--- src/rtl/mult_div_unit.sv ---
// rtl/mult_div_unit.sv - iterative HI/LO multiply/divide unit, one result bit per cycle
module mult_div_unit #(
    parameter int WIDTH      = 32,
    parameter int COUNT_BITS = 5
) (
    input  logic             clk,
    input  logic             reset,
    input  logic             start,
    input  logic [1:0]       op,
    input  logic [WIDTH-1:0] operandA,
    input  logic [WIDTH-1:0] operandB,
    input  logic             writeHi,
    input  logic             writeLo,
    output logic             busy,
    output logic             done,
    output logic             divByZero,
    output logic [WIDTH-1:0] hi,
    output logic [WIDTH-1:0] lo
);

    typedef enum logic [1:0] {
        S_IDLE,
        S_RUN,
        S_FINISH
    } state_t;

    state_t                 state;
    state_t                 state_next;
    logic [COUNT_BITS-1:0]  count;
    logic                   is_div;
    logic                   b_zero;
    logic                   neg_main;   // product sign, or quotient sign for divide
    logic                   neg_rem;    // remainder follows the dividend's sign
    logic [WIDTH-1:0]       a_raw;      // dividend as issued, returned in hi on divide by zero
    logic [WIDTH-1:0]       oper;       // multiplicand or divisor magnitude
    logic [2*WIDTH-1:0]     acc;
    logic [2*WIDTH-1:0]     acc_step;
    logic                   last_step;

    logic                   signed_op;
    logic [WIDTH-1:0]       mag_a;
    logic [WIDTH-1:0]       mag_b;

    logic [WIDTH:0]         mul_sum;
    logic [WIDTH:0]         div_trial;
    logic [WIDTH+1:0]       div_diff;

    logic [2*WIDTH-1:0]     prod_fixed;
    logic [WIDTH-1:0]       quot_fixed;
    logic [WIDTH-1:0]       rem_fixed;
    logic [WIDTH-1:0]       res_hi;
    logic [WIDTH-1:0]       res_lo;

    assign last_step = (count == COUNT_BITS'(WIDTH - 1));

    // Operand magnitudes for signed ops; unsigned ops pass straight through
    always_comb begin
        signed_op = ~op[0];
        mag_a     = (signed_op && operandA[WIDTH-1]) ? -operandA : operandA;
        mag_b     = (signed_op && operandB[WIDTH-1]) ? -operandB : operandB;
    end

    // One iteration: shift-add multiply or restoring divide on the shared accumulator
    always_comb begin
        mul_sum   = {1'b0, acc[2*WIDTH-1:WIDTH]} + (acc[0] ? {1'b0, oper} : {(WIDTH+1){1'b0}});
        div_trial = acc[2*WIDTH-1:WIDTH-1];
        div_diff  = {1'b0, div_trial} - {2'b00, oper};
        if (is_div) begin
            if (!div_diff[WIDTH+1]) begin
                acc_step = {div_diff[WIDTH-1:0], acc[WIDTH-2:0], 1'b1};
            end else begin
                acc_step = {div_trial[WIDTH-1:0], acc[WIDTH-2:0], 1'b0};
            end
        end else begin
            acc_step = {mul_sum, acc[WIDTH-1:1]};
        end
    end

    // Sign correction and divide-by-zero override of the finished magnitudes
    always_comb begin
        prod_fixed = neg_main ? -acc : acc;
        quot_fixed = neg_main ? -acc[WIDTH-1:0] : acc[WIDTH-1:0];
        rem_fixed  = neg_rem ? -acc[2*WIDTH-1:WIDTH] : acc[2*WIDTH-1:WIDTH];
        if (!is_div) begin
            res_hi = prod_fixed[2*WIDTH-1:WIDTH];
            res_lo = prod_fixed[WIDTH-1:0];
        end else if (b_zero) begin
            res_hi = a_raw;
            res_lo = {WIDTH{1'b1}};
        end else begin
            res_hi = rem_fixed;
            res_lo = quot_fixed;
        end
    end

    // Next-state and busy decode
    always_comb begin
        state_next = state;
        busy       = 1'b0;
        case (state)
            S_IDLE: begin
                if (start) begin
                    state_next = S_RUN;
                end
            end
            S_RUN: begin
                busy = 1'b1;
                if (last_step) begin
                    state_next = S_FINISH;
                end
            end
            S_FINISH: begin
                busy       = 1'b1;
                state_next = S_IDLE;
            end
            default: state_next = S_IDLE;
        endcase
    end

    // State register
    always_ff @(posedge clk) begin
        if (!reset) begin
            state <= S_IDLE;
        end else begin
            state <= state_next;
        end
    end

    // Datapath: operand capture, iteration, result write-back and MTHI/MTLO
    always_ff @(posedge clk) begin
        if (!reset) begin
            count     <= '0;
            is_div    <= 1'b0;
            b_zero    <= 1'b0;
            neg_main  <= 1'b0;
            neg_rem   <= 1'b0;
            a_raw     <= '0;
            oper      <= '0;
            acc       <= '0;
            hi        <= '0;
            lo        <= '0;
            done      <= 1'b0;
            divByZero <= 1'b0;
        end else begin
            done <= 1'b0;
            case (state)
                S_IDLE: begin
                    if (start) begin
                        is_div    <= op[1];
                        b_zero    <= (operandB == '0);
                        neg_main  <= signed_op & (operandA[WIDTH-1] ^ operandB[WIDTH-1]);
                        neg_rem   <= signed_op & operandA[WIDTH-1];
                        a_raw     <= operandA;
                        oper      <= op[1] ? mag_b : mag_a;
                        acc       <= {{WIDTH{1'b0}}, (op[1] ? mag_a : mag_b)};
                        count     <= '0;
                        divByZero <= 1'b0;
                    end else begin
                        if (writeHi) begin
                            hi <= operandA;
                        end
                        if (writeLo) begin
                            lo <= operandA;
                        end
                    end
                end
                S_RUN: begin
                    acc <= acc_step;
                    if (!last_step) begin
                        count <= count + 1'b1;
                    end
                end
                S_FINISH: begin
                    hi        <= res_hi;
                    lo        <= res_lo;
                    done      <= 1'b1;
                    divByZero <= is_div & b_zero;
                end
                default: ;
            endcase
        end
    end

endmodule

--- config.mk ---
export PLATFORM = sky130hd
export DESIGN_NAME = mult_div_unit
export DESIGN_NICKNAME = d
export VERILOG_FILES = /design/src/rtl/mult_div_unit.sv
export SDC_FILE = /design/constraint.sdc
export NUM_CORES = 1
export LEC_CHECK = 0
export CAP_MARGIN = 20
export CELL_PAD_IN_SITES_DETAIL_PLACEMENT = 0
export CELL_PAD_IN_SITES_GLOBAL_PLACEMENT = 1
export CORE_MARGIN = 2
export CORE_UTILIZATION = 30
export CTS_CLUSTER_SIZE = 24
export DETAILED_ROUTE_END_ITERATION = 7
export MAX_ROUTING_LAYER = met4
export PLACE_DENSITY_LB_ADDON = 0.1
export SETUP_SLACK_MARGIN = 0.1
export SLEW_MARGIN = 30
export SYNTH_ARGS = -nofsm -noshare
export SYNTH_HDL_FRONTEND = slang
export SYNTH_SLANG_ARGS = --single-unit
--- constraint.sdc ---
create_clock -name clk -period 6.4 [get_ports clk]
set_clock_uncertainty 0.1 [all_clocks]
set_input_delay 1.92 -clock clk [delete_from_list [all_inputs] [get_ports clk]]
set_output_delay 1.92 -clock clk [all_outputs]
set_load 0.02 [all_outputs]
### Yosys cells after proc, flatten, opt, wreduce, memory -nomap -nowiden

Index checks and enable logic that the tools add are counted.

* input port bits: 71
* register bits: 205
* output and inout port bits: 67

* add/sub/neg operators: 8
* multiplexer cells: 32
* equal/unequal tests: 9
* reductions and logical operators: 14
* bitwise logic cells: 5

Operators with widths (count)
* 2-to-1 mux 32 bit: 15
* 2-to-1 mux 64 bit: 4
* negation 32 bit: 4
* case mux 32 bit (2 select lines): 2
* case mux 64 bit (2 select lines): 1
* negation 64 bit: 1
* subtractor 33 x 32 -> 34 bit: 1
* adder 32 x 32 -> 33 bit: 1
* zero test 32 bit: 1
* inequality test 2 bit, second input constant: 6
* 2-to-1 mux 5 bit: 2
* case mux 5 bit (2 select lines): 1
* AND reduction 3 bit: 3
* AND reduction 2 bit: 4
* adder 5 x 1 -> 5 bit, second input constant: 1
* equality test 5 bit, second input constant: 1
* 2-to-1 mux 2 bit: 2
* case mux 2 bit (2 select lines): 1
* nonzero test 2 bit: 2
* AND 1 bit: 3
* 2-to-1 mux 1 bit: 3
* equality test 2 x 1 -> 1 bit, second input constant: 1
* equality test 2 bit, second input constant: 1
* logical AND 1 bit: 2
* other kinds (5): 5

### Longest topological paths before layout

Gate-level depths: netlist of run 1.

* depth in word-level cells: 6
* depth in mapped cells: 15

### Least setup slack after synthesis of run 1

Ideal clock, no wire load.

* path type: input to register
* start point: input port operandA[6]
* end point: register oper[26]
* buffers on the path: 1
* setup time: 128 ps
* arrival: 4014 ps
* slack: 2158 ps
* stages: 11
* required time: 6172 ps
* cells stage by stage: clkbuf_1 or4_1 nor4_1 and3b_1 a31oi_1 a21oi_1 xor2_1 nor2_1 a21oi_1 mux2_2 nor2_1

* longest elaborated chain between the ends: 3

RTL lines
* from (decl): line 10 `input logic [WIDTH-1:0] operandA,`
* negation 32 bit: line 59 `mag_a = (signed_op && operandA[WIDTH-1]) ? -operandA : operandA;`
* 2-to-1 mux 32 bit: line 59
* 2-to-1 mux 32 bit: line 154 `oper <= op[1] ? mag_b : mag_a;`
* to (signal assigned): line 154
* to (decl): line 35 `logic [WIDTH-1:0] oper;`

Every way passes these cells.
A chain may end at the register's enable or synchronous reset.

### Final worst setup path of run 1

Same ends and word-level chain as after synthesis.

==> reports/qor.csv, run 1 <==
stage,metric,value,unit
synthesis,Async SR Flop Fraction,0,%
drt,wire length per cell,23.8,um
drt,met2 wire length,32.6,mm
clocking,Clock transition at path regs,0.06,ns
synthesis,synthesized area,16600,um^2
floorplan,area of the die,57300,um^2
drt,DRT Pass-1 Iters,5,
synthesis,post-synthesis register bit count,205,
sta,max_slew headroom,39.0,%
sta,slew at the pin closest to its max-slew limit,0.914,ns
synthesis,"Top FF cell, synth",dfxtp_1,
hold_path,Hold Path Cell Cnt,2,
clocking,CTS tree,yes,
floorplan,row count,86,
placement,cell count after placement,3058,
placement,dpl cell area,18600,um^2
power,Power Density,235,nW/um^2
critical_path,Worst setup EP type,flip-flop,
hold_path,worst min path class,flip-flop to flip-flop,
floorplan,# IOs,138,
critical_path,CP Max Fanout,7,
global_routing,first-pass GRT wire length,109,mm
global_routing,vias in the first global route,16400,
clocking,number of post-CTS setup repair buffers,0,
hold_path,Min-Delay Startpoint,a_raw[25],
critical_path,Reg2Reg Capture Point,acc[62],
synthesis,Cell variety after synth,84,
drt,post-route ant nets,0,
drt,Top Layer Used,met4,
clocking,Clock Tree Root,clkbuf_16,
clocking,clock sink count,205,
clocking,number of buffers created by CTS,29,
sta,Fin. Hold Viols,0,
sta,Final period util,75.2,%
job,max-capacitance violation count,0,
placement,RePlAce Congestion,0.903,
hold_path,Min-Delay Endpoint,a_raw[25],
power,Leakage Power,7.38,nW
finish,fin area,19700,um^2
sta,Final Max Tran Viols,0,
floorplan,initial core utilization,30.2,%
placement,I/O Buffers,137,
drt,DRT met1 WL,35.0,mm
drt,vias post-DR,17300,
sta,setup_tns,0,ns
clocking,CTS Buffer Depth,3,
critical_path,Critical Path RT,6.73,ns
synthesis,sequential share of the synthesized area,24.7,%
synthesis,"EDFF count, synth",0,
drt,DR DRC count,0,
clocking,H-tree Lvls,1,
finish,Util after Layout,35.8,%
synthesis,mean post-synth cell area,7.20,um^2
critical_path,crit start category,input pin,
sta,min cycle time layout,4.81,ns
global_routing,Total Routing Usage GR,26.1,%
drt,Routed met3 length,4.07,mm
drt,1st-iter DRT viols,1261,
synthesis,Syn. warnings,0,
floorplan,Die Ht,239,um
finish,area grow syn2layout,18.4,%
run_status,status,finished clean,
drt,Total Routed Length,74.0,mm
power,peak supply drop,0.000194,V
critical_path,CP arrival,5.15,ns
sta,Final Setup Violations,0,
sta,Peak Freq,0.208,GHz
floorplan,Horiz. Die Dim,239,um
finish,ratio of cells with drive above 1 in the final layout,6.43,%
critical_path,worst r2r src,acc[31],
clocking,"Hold-fix buffers, CTS",0,
finish,Layout Cells excl Fill,3112,
global_routing,largest net degree at the start of global routing,86,
placement,hpwl dp,56.2,mm
critical_path,critical path type,input pin to flip-flop,
clocking,post-CTS sizing,0,
critical_path,Reg2Reg Depth,14,
synthesis,cell count after synthesis,2308,
global_routing,initial antenna violation count,4,
critical_path,r2r setup slk,1.78,ns
global_routing,GR Overflow Total,0,
sta,RSZ-0062 raised after global routing,false,
synthesis,synthesized net count,2454,
finish,nets,2487,
floorplan,core area,55000,um^2
drt,drt via density,5.55,
finish,Filler cells,5889,
power,Overall Power,0.00462,W
clocking,worst-skew pair later-pin latency,0.58,ns
==> flip-flops by register name (all words and copies together), names as in the netlist <==
register	cells
neg_rem	1
neg_main	1
hi	32
acc	64
b_zero	1
count	5
done	1
lo	32
divByZero	1
state	2
is_div	1
oper	32
a_raw	32
==> power breakdown <==
part | internal [W] | leakage, nW | switching, W | total [W]
registers | 0.00137 | 1.68 | 0.000118 | 0.00149
logic | 0.000461 | 5.15 | 0.000776 | 0.00124
clock network | 0.00122 | 0.547 | 0.000682 | 0.00190
==> layout by cell type, fill, tap and decap left out, types with 7 or more instances in the layout <==
cell,count
ha_1,71
a21o_1,30
nand2b_1,18
bufinv_16,8
and2_1,12
xor2_1,68
clkdlybuf4s50_1,135
nand4_1,8
mux2_2,18
o211ai_1,52
nor2b_1,20
nor3_1,48
or2_2,13
a32o_1,7
a31oi_1,57
or3_1,22
o41ai_1,7
nor2_1,217
nor4_1,16
clkbuf_16,29
o21a_1,15
mux2i_1,60
buf_4,36
nand3_1,20
o21bai_1,8
clkinv_2,7
a211oi_1,50
a311oi_1,16
o31ai_1,20
and3_1,7
inv_1,72
a21oi_1,188
or4_1,12
o21ai_0,197
dfxtp_1,202
a22o_1,14
nand2_1,333
xnor2_1,122
==> cell usage after synthesis (14+ instances only) <==
cell	n	share of area [%]
a21oi_1	188	5.7
or3_1	22	0.83
nor2_1	218	4.9
nand3_1	20	0.60
o211ai_1	52	2.3
ha_1	73	5.5
a22o_1	14	0.74
xor2_1	68	3.6
nor4_1	16	0.60
xnor2_1	122	6.4
nand2_1	334	7.5
dfxtp_1	205	25
nor3_1	49	1.5
a311oi_1	16	0.84
o21a_1	15	0.68
inv_1	72	1.6
mux2_2	18	1.2
a21o_1	30	1.4
nor2b_1	20	0.75
mux2i_1	60	3.6
o31ai_1	20	0.90
buf_1	21	0.47
a211oi_1	50	2.3
a31oi_1	58	2.2
o21ai_0	197	5.9
nand2b_1	18	0.68
clkbuf_1	145	3.3
==> logic make-up (layout without fill, tap and decap cells) <==
group / after synthesis / in the layout / synth area share, %
AND/OR/NAND/NOR: 778 / 778 / 21.2
flip-flops: 205 / 205 / 24.7
XOR/XNOR: 190 / 190 / 10.0
multiplexers: 78 / 78 / 4.83
AO/OA/AOI/OAI: 734 / 734 / 27.9
buffers and inverters: 248 / 303 / 5.73
other: 0 / 1 / 0
adder cells (fa/ha/maj): 75 / 75 / 5.73
==> stage by stage <==
step | worst slack [ns] | hold WS [ns]
detailed placement | 1.04 | 0.346
global route | 1.41 | 0.373
global placement | 1.09 | 0.342
floorplan | 2.16 | 0.332
finish | 1.59 | 0.353
CTS | 1.63 | 0.354
==> layout make-up <==
type,instances,area (um^2),area share (%)
diodes,1,2.50,0.0127
multi-input cells,1855,11600,59.0
flip-flops and latches,205,4110,20.9
repair buffers,173,1630,8.29
inverters,77,290,1.47
well taps,748,936,4.75
clock inverters,17,295,1.50
clock buffers,36,812,4.13
==> worst max-delay path by stage <==
stage	slack (ns)	depth (start not counted)	start	end
2_1_floorplan	2.16	11	operandA[6]	oper[26]
5_1_grt	1.41	10	operandA[6]	acc[26]
3_3_place_gp	1.09	11	operandA[6]	oper[26]
4_1_cts	1.63	11	operandA[6]	oper[26]
3_5_place_dp	1.04	11	operandA[6]	oper[26]
6_report	1.59	11	operandA[6]	oper[26]
==> layer usage <==
metal,vias to the layer above,GRT usage [%]
li1,8293,-
met1,8326,36.0
met2,569,39.9
met3,97,3.12
met4,0,7.69
met5,-,-
==> worst max-delay path, cell delays in order <==
cell and delay, ns:
clkdlybuf4s50_1 0.55, or4_1 0.67, nor4_1 0.39, and3b_1 0.42
a31oi_1 0.28, a21oi_1 0.31, xor2_1 0.21, nor2_1 0.06
a21oi_1 0.13, mux2_2 0.16, nor2_1 0.03
Note: power is estimated with default switching activity, not from simulation.
==> inputs of run 2 (changes only) <==
Clock period 6.4 ns to 4.6 ns, I/O delays scaled along.
==> run 2 against run 1 <==
  * Clock power rose by 26%
  * Die area did not move
  * Cell area up 3.7%
  * Register-to-register slack lost 1.5 ns
  * Clock-buffer cell count up 3
  * Final cell count up 3.2%
  * Sequential cell count unchanged
  * First-iteration DRC count rose by 26%
  * Via count rose by 2.8%
  * Setup slack got worse by 1.3 ns
  * Largest cell class unchanged
==> reports/qor.csv, run 2 (synthesized netlist as in run 1, its figures left out) <==
stage,metric,value,unit,change
placement,dpl cell area,19400,um^2,+4.5%
finish,"commonest cells after routing, fill and taps aside","333 x nand2_1, 217 x nor2_1, 202 x dfxtp_1",,
critical_path,Critical Path RT,5.01,ns,-1.72 ns
finish,area grow syn2layout,22.7,%,
clocking,CTS tree,yes,,
floorplan,area of the die,57300,um^2,unchanged
floorplan,row count,86,,unchanged
sta,Final Setup Violations,0,,unchanged
clocking,Clock transition at path regs,0.06,ns,about the same
clocking,post-CTS sizing,0,,unchanged
sta,slew at the pin closest to its max-slew limit,1.03,ns,+0.116 ns
finish,Util after Layout,37.1,%,+1.3 points
power,Leakage Power,7.85,nW,+6.3%
global_routing,GR Layer Usage met2,41.7,%,+1.7 points
finish,ratio of cells with drive above 1 in the final layout,10.1,%,+3.6 points
drt,wire length per cell,24.2,um,+1.8%
clocking,number of post-CTS setup repair buffers,0,,unchanged
placement,hpwl dp,59.8,mm,+6.5%
sta,min cycle time layout,4.30,ns,
drt,DRT Pass-1 Iters,5,,unchanged
placement,RePlAce Congestion,0.922,,+2.1%
drt,1st-iter DRT viols,1594,,+26%
drt,DR DRC count,0,,unchanged
power,Power Density,309,nW/um^2,+32%
sta,Final period util,93.6,%,
drt,drt via density,5.53,,-0.38%
critical_path,critical path type,flip-flop to flip-flop,,
critical_path,Worst setup EP type,flip-flop,,
floorplan,core area,55000,um^2,unchanged
drt,vias post-DR,17800,,+2.8%
power,peak supply drop,0.000242,V,+25%
placement,I/O Buffers,137,,unchanged
clocking,CTS Buffer Depth,3,,unchanged
clocking,Clock Tree Root,clkbuf_16,,
floorplan,initial core utilization,30.2,%,unchanged
clocking,"Hold-fix buffers, CTS",0,,unchanged
global_routing,busiest layer in global routing,met2,,
clocking,clock sink count,205,,unchanged
critical_path,CP Max Fanout,3,,-4
global_routing,initial antenna violation count,3,,-1
global_routing,vias in the first global route,17200,,+4.5%
floorplan,# IOs,138,,unchanged
finish,nets,2587,,+4.0%
floorplan,Die Ht,239,um,unchanged
finish,"most common cell after layout, fill and taps aside",nand2_1,,
run_status,status,finished clean,,
sta,Peak Freq,0.232,GHz,
sta,RSZ-0062 raised after global routing,false,,
sta,Final Max Tran Viols,0,,unchanged
sta,Fin. Hold Viols,0,,unchanged
finish,Biggest register,acc,,
hold_path,worst min path class,flip-flop to flip-flop,,
clocking,number of buffers created by CTS,28,,-3.4%
sta,max_slew headroom,30.8,%,-8.2 points
global_routing,largest net degree at the start of global routing,109,,+27%
drt,post-route ant nets,0,,unchanged
job,max-capacitance violation count,0,,unchanged
critical_path,crit start category,flip-flop,,
critical_path,r2r setup slk,0.30,ns,-1.48 ns
finish,fin area,20400,um^2,+3.7%
clocking,worst-skew pair later-pin latency,0.57,ns,about the same
floorplan,Horiz. Die Dim,239,um,unchanged
global_routing,Total Routing Usage GR,27.5,%,+1.4 points
clocking,H-tree Lvls,1,,unchanged
critical_path,CP arrival,4.71,ns,-0.44 ns
sta,hold slack,0.351,ns,-0.00159 ns
global_routing,first-pass GRT wire length,114,mm,+4.9%
global_routing,GR Overflow Total,0,,unchanged
global_routing,GR Util met1,37.8,%,+1.7 points
finish,max FFs per register,64,,unchanged
drt,Total Routed Length,77.8,mm,+5.1%
global_routing,grt met3 use,4.41,%,+1.3 points
run 2: report_power, final:
part | switching (W) | leakage (nW) | internal (W)
clock | 0.000936 | 0.480 | 0.00146
sequential | 0.000141 | 1.68 | 0.00191
combinational | 0.00116 | 5.68 | 0.000708
total | 0.00224 | 7.85 | 0.00407
run 2: critical path, stage by stage (launching register included):
cell      delay (ns)
dfxtp_1         0.33
inv_1           0.06
ha_1            0.27
inv_1           0.10
fa_1            0.21
a21o_1          0.17
a311oi_1        0.12
nor4_1          0.70
o21ai_0         0.42
a211oi_1        0.46
o21ai_0         0.16
a21oi_1         0.17
mux2_2          0.34
o311ai_0        0.39
a32o_1          0.23
run 2: final cells by class:
type / instances / area (um^2)
antenna: 1 / 2.50
clock buffer: 39 / 813
clock inverter: 13 / 180
fill: 5879 / 34600
inverter: 77 / 290
multi-input combinational: 1855 / 11600
sequential: 205 / 4110
tap: 748 / 936
timing repair buffer: 274 / 2460
run 2: per-stage QoR:
| step | setup slack, ns | power [W] | TNS (ns) | cells |
|---|---|---|---|---|
| CTS | 0.421 | 0.00633 | 0 | 3211 |
| global route | 0.155 | 0.00658 | 0 | 3211 |
| floorplan | 0.898 | 0.00315 | 0 | 2308 |
| detailed placement | 0.0183 | 0.00393 | 0 | 3159 |
| global placement | -0.0383 | 0.00393 | -0.0713 | 3159 |
| finish | 0.296 | 0.00630 | 0 | 3212 |
run 2: worst paths after layout:
path / from / to / depth (start not counted)
worst max-delay path: acc[31] / acc[62] / 14
worst min register to register: oper[15] / oper[15] / 2
worst max register to register: acc[31] / acc[62] / 14
worst min-delay path: oper[15] / oper[15] / 2
run 2: metal layers:
metal	vias to the layer above	share of wire (%)
met5	-	0
met4	0	3.0
met3	103	6.4
met2	589	43
met1	8561	47
li1	8520	-
==> inputs of run 3 (changes only) <==
Settings changed: CORE_ASPECT_RATIO set to 1.1, SLEW_MARGIN 30 to not set.
==> run 3 against run 2 <==
  * Register-to-register slack gained 0.23 ns
  * Power shrank 1.9%
  * Global-route usage shrank 1.6 points
  * Via count shrank 2.4%
  * Critical path depth grew 1
  * Sequential cell count is the same
  * Clock-buffer cell count grew 1
==> reports/qor.csv, run 3 (synthesized netlist as in run 1, its figures left out) <==
stage,metric,value,unit,change
run_status,status,finished clean,,
sta,RSZ-0062 raised after global routing,false,,
placement,I/O Buffers,137,,unchanged
critical_path,critical path type,flip-flop to flip-flop,,
sta,setup_tns,0,ns,unchanged
floorplan,Die Ht,251,um,+4.8%
critical_path,CP arrival,4.48,ns,-0.23 ns
power,peak supply drop,0.000248,V,+2.2%
sta,Final Max Tran Viols,0,,unchanged
drt,Routed met3 length,3.63,mm,-28%
clocking,"Hold-fix buffers, CTS",0,,unchanged
critical_path,r2r setup slk,0.52,ns,+0.23 ns
floorplan,# IOs,138,,unchanged
drt,DRT met1 WL,33.3,mm,-9.1%
drt,met2 wire length,34.5,mm,+1.9%
critical_path,crit start category,flip-flop,,
clocking,number of post-CTS setup repair buffers,0,,unchanged
clocking,clock sink count,205,,unchanged
floorplan,area of the die,57300,um^2,about the same
placement,pre-CTS setup slack,0.0587,ns,+0.0404 ns
hold_path,worst min path class,flip-flop to flip-flop,,
placement,hpwl dp,57.4,mm,-4.0%
power,Leakage Power,7.79,nW,-0.69%
clocking,worst-skew pair later-pin latency,0.57,ns,about the same
drt,drt via density,5.44,,-1.7%
clocking,H-tree Lvls,1,,unchanged
clocking,number of buffers created by CTS,27,,-3.6%
drt,post-route ant nets,0,,unchanged
floorplan,row count,90,,+4.7%
floorplan,core area,54800,um^2,-0.26%
placement,RePlAce Congestion,0.910,,-1.3%
drt,Top Layer Used,met4,,
global_routing,largest net degree at the start of global routing,86,,-21%
drt,DRT Pass-1 Iters,6,,+1
clocking,CTS tree,yes,,
clocking,post-CTS sizing,0,,unchanged
finish,"commonest cells after routing, fill and taps aside","333 x nand2_1, 217 x nor2_1, 202 x dfxtp_1",,
finish,ratio of cells with drive above 1 in the final layout,9.74,%,-0.33 points
finish,area grow syn2layout,22.0,%,
finish,Layout Cells excl Fill,3191,,-0.65%
clocking,Clock Tree Root,clkbuf_16,,
drt,Total Routed Length,74.1,mm,-4.8%
global_routing,vias in the first global route,16400,,-4.6%
sta,"Worst Setup Slack, final",0.521,ns,+0.225 ns
finish,diode count,0,,-1
sta,Final Setup Violations,0,,unchanged
sta,max_slew headroom,39.4,%,+8.6 points
drt,DR DRC count,0,,unchanged
critical_path,Worst setup EP type,flip-flop,,
critical_path,Critical Path RT,5.00,ns,about the same
global_routing,GR Overflow Total,0,,unchanged
global_routing,Total Routing Usage GR,25.9,%,-1.6 points
floorplan,initial core utilization,30.3,%,+0.080 points
finish,"most common cell after layout, fill and taps aside",nand2_1,,
drt,1st-iter DRT viols,1498,,-6.0%
clocking,Clock transition at path regs,0.06,ns,about the same
finish,nets,2582,,-0.19%
finish,Biggest register,acc,,
floorplan,Horiz. Die Dim,228,um,-4.6%
finish,Filler cells,5824,,-0.94%
sta,min cycle time layout,4.08,ns,-0.225 ns
sta,slew at the pin closest to its max-slew limit,0.909,ns,-0.121 ns
power,Power Density,305,nW/um^2,-1.3%
critical_path,CP Max Fanout,4,,+1
drt,wire length per cell,23.2,um,-4.2%
global_routing,initial antenna violation count,0,,-3
sta,Peak Freq,0.245,GHz,+5.5%
drt,vias post-DR,17300,,-2.4%
global_routing,first-pass GRT wire length,110,mm,-3.6%
sta,Final period util,88.7,%,-4.9 points
job,max-capacitance violation count,0,,unchanged
clocking,CTS Buffer Depth,3,,unchanged
placement,cell count after placement,3143,,-0.51%
finish,max FFs per register,64,,unchanged
sta,Fin. Hold Viols,0,,unchanged
[run 3: cell count changes in the layout (fill, tap and decap cells not counted), sizes merged]
cell / previous run / this run
clkinvlp: 3 / 0
clkinv: 11 / 7
inv: 72 / 74
clkbuf: 39 / 40
buf: 139 / 135
diode: 1 / 0
[run 3: critical path, cell delays in order, from the launching register on]
cell,delay (ns)
dfxtp_1,0.36
inv_1,0.16
ha_1,0.25
inv_1,0.07
fa_1,0.19
a21o_1,0.16
a311oi_1,0.16
nor4_1,0.47
o21ai_0,0.17
buf_4,0.18
a211oi_1,0.36
o21ai_0,0.20
a21oi_1,0.20
mux2_2,0.35
o311ai_0,0.41
a32o_1,0.22
[run 3: final cells by class]
cell class              count  area [um^2]  share of cell area [%]
well taps                 736          921                    4.54
clock buffers              40          795                    3.92
inverters                  77          292                    1.44
clock inverters             8          148                   0.728
multi-input cells        1855        11600                    57.2
flip-flops and latches    205         4110                    20.3
repair buffers            270         2410                    11.9
[run 3: final timing paths]
path	startpoint	end	depth (start not counted)
setup / recovery	acc[31]	acc[62]	15
hold / removal	oper[2]	oper[2]	2
setup reg to reg	acc[31]	acc[62]	15
hold reg to reg	oper[2]	oper[2]	2
[run 3: power breakdown]
part | internal, W | total (W) | switching [W]
combinational | 0.000714 | 0.00180 | 0.00109
sequential | 0.00191 | 0.00207 | 0.000161
clock | 0.00141 | 0.00231 | 0.000903
[run 3: stage by stage]
step                util [%]  area [um^2]  hold slack (ns)  power (W)
finish                  37.0        20300            0.356    0.00618
global route            37.0        20300            0.375    0.00647
CTS                     37.0        20300            0.355    0.00622
detailed placement      35.3        19300            0.347    0.00389
global placement        35.3        19300            0.340    0.00389
floorplan                  -        16600            0.332    0.00315
[run 3: per-layer routing]
metal | global-route usage [%] | up-vias
li1 | - | 8494
met1 | 33.6 | 8261
met2 | 42.0 | 511
met3 | 2.60 | 83
met4 | 8.63 | 0
met5 | - | -
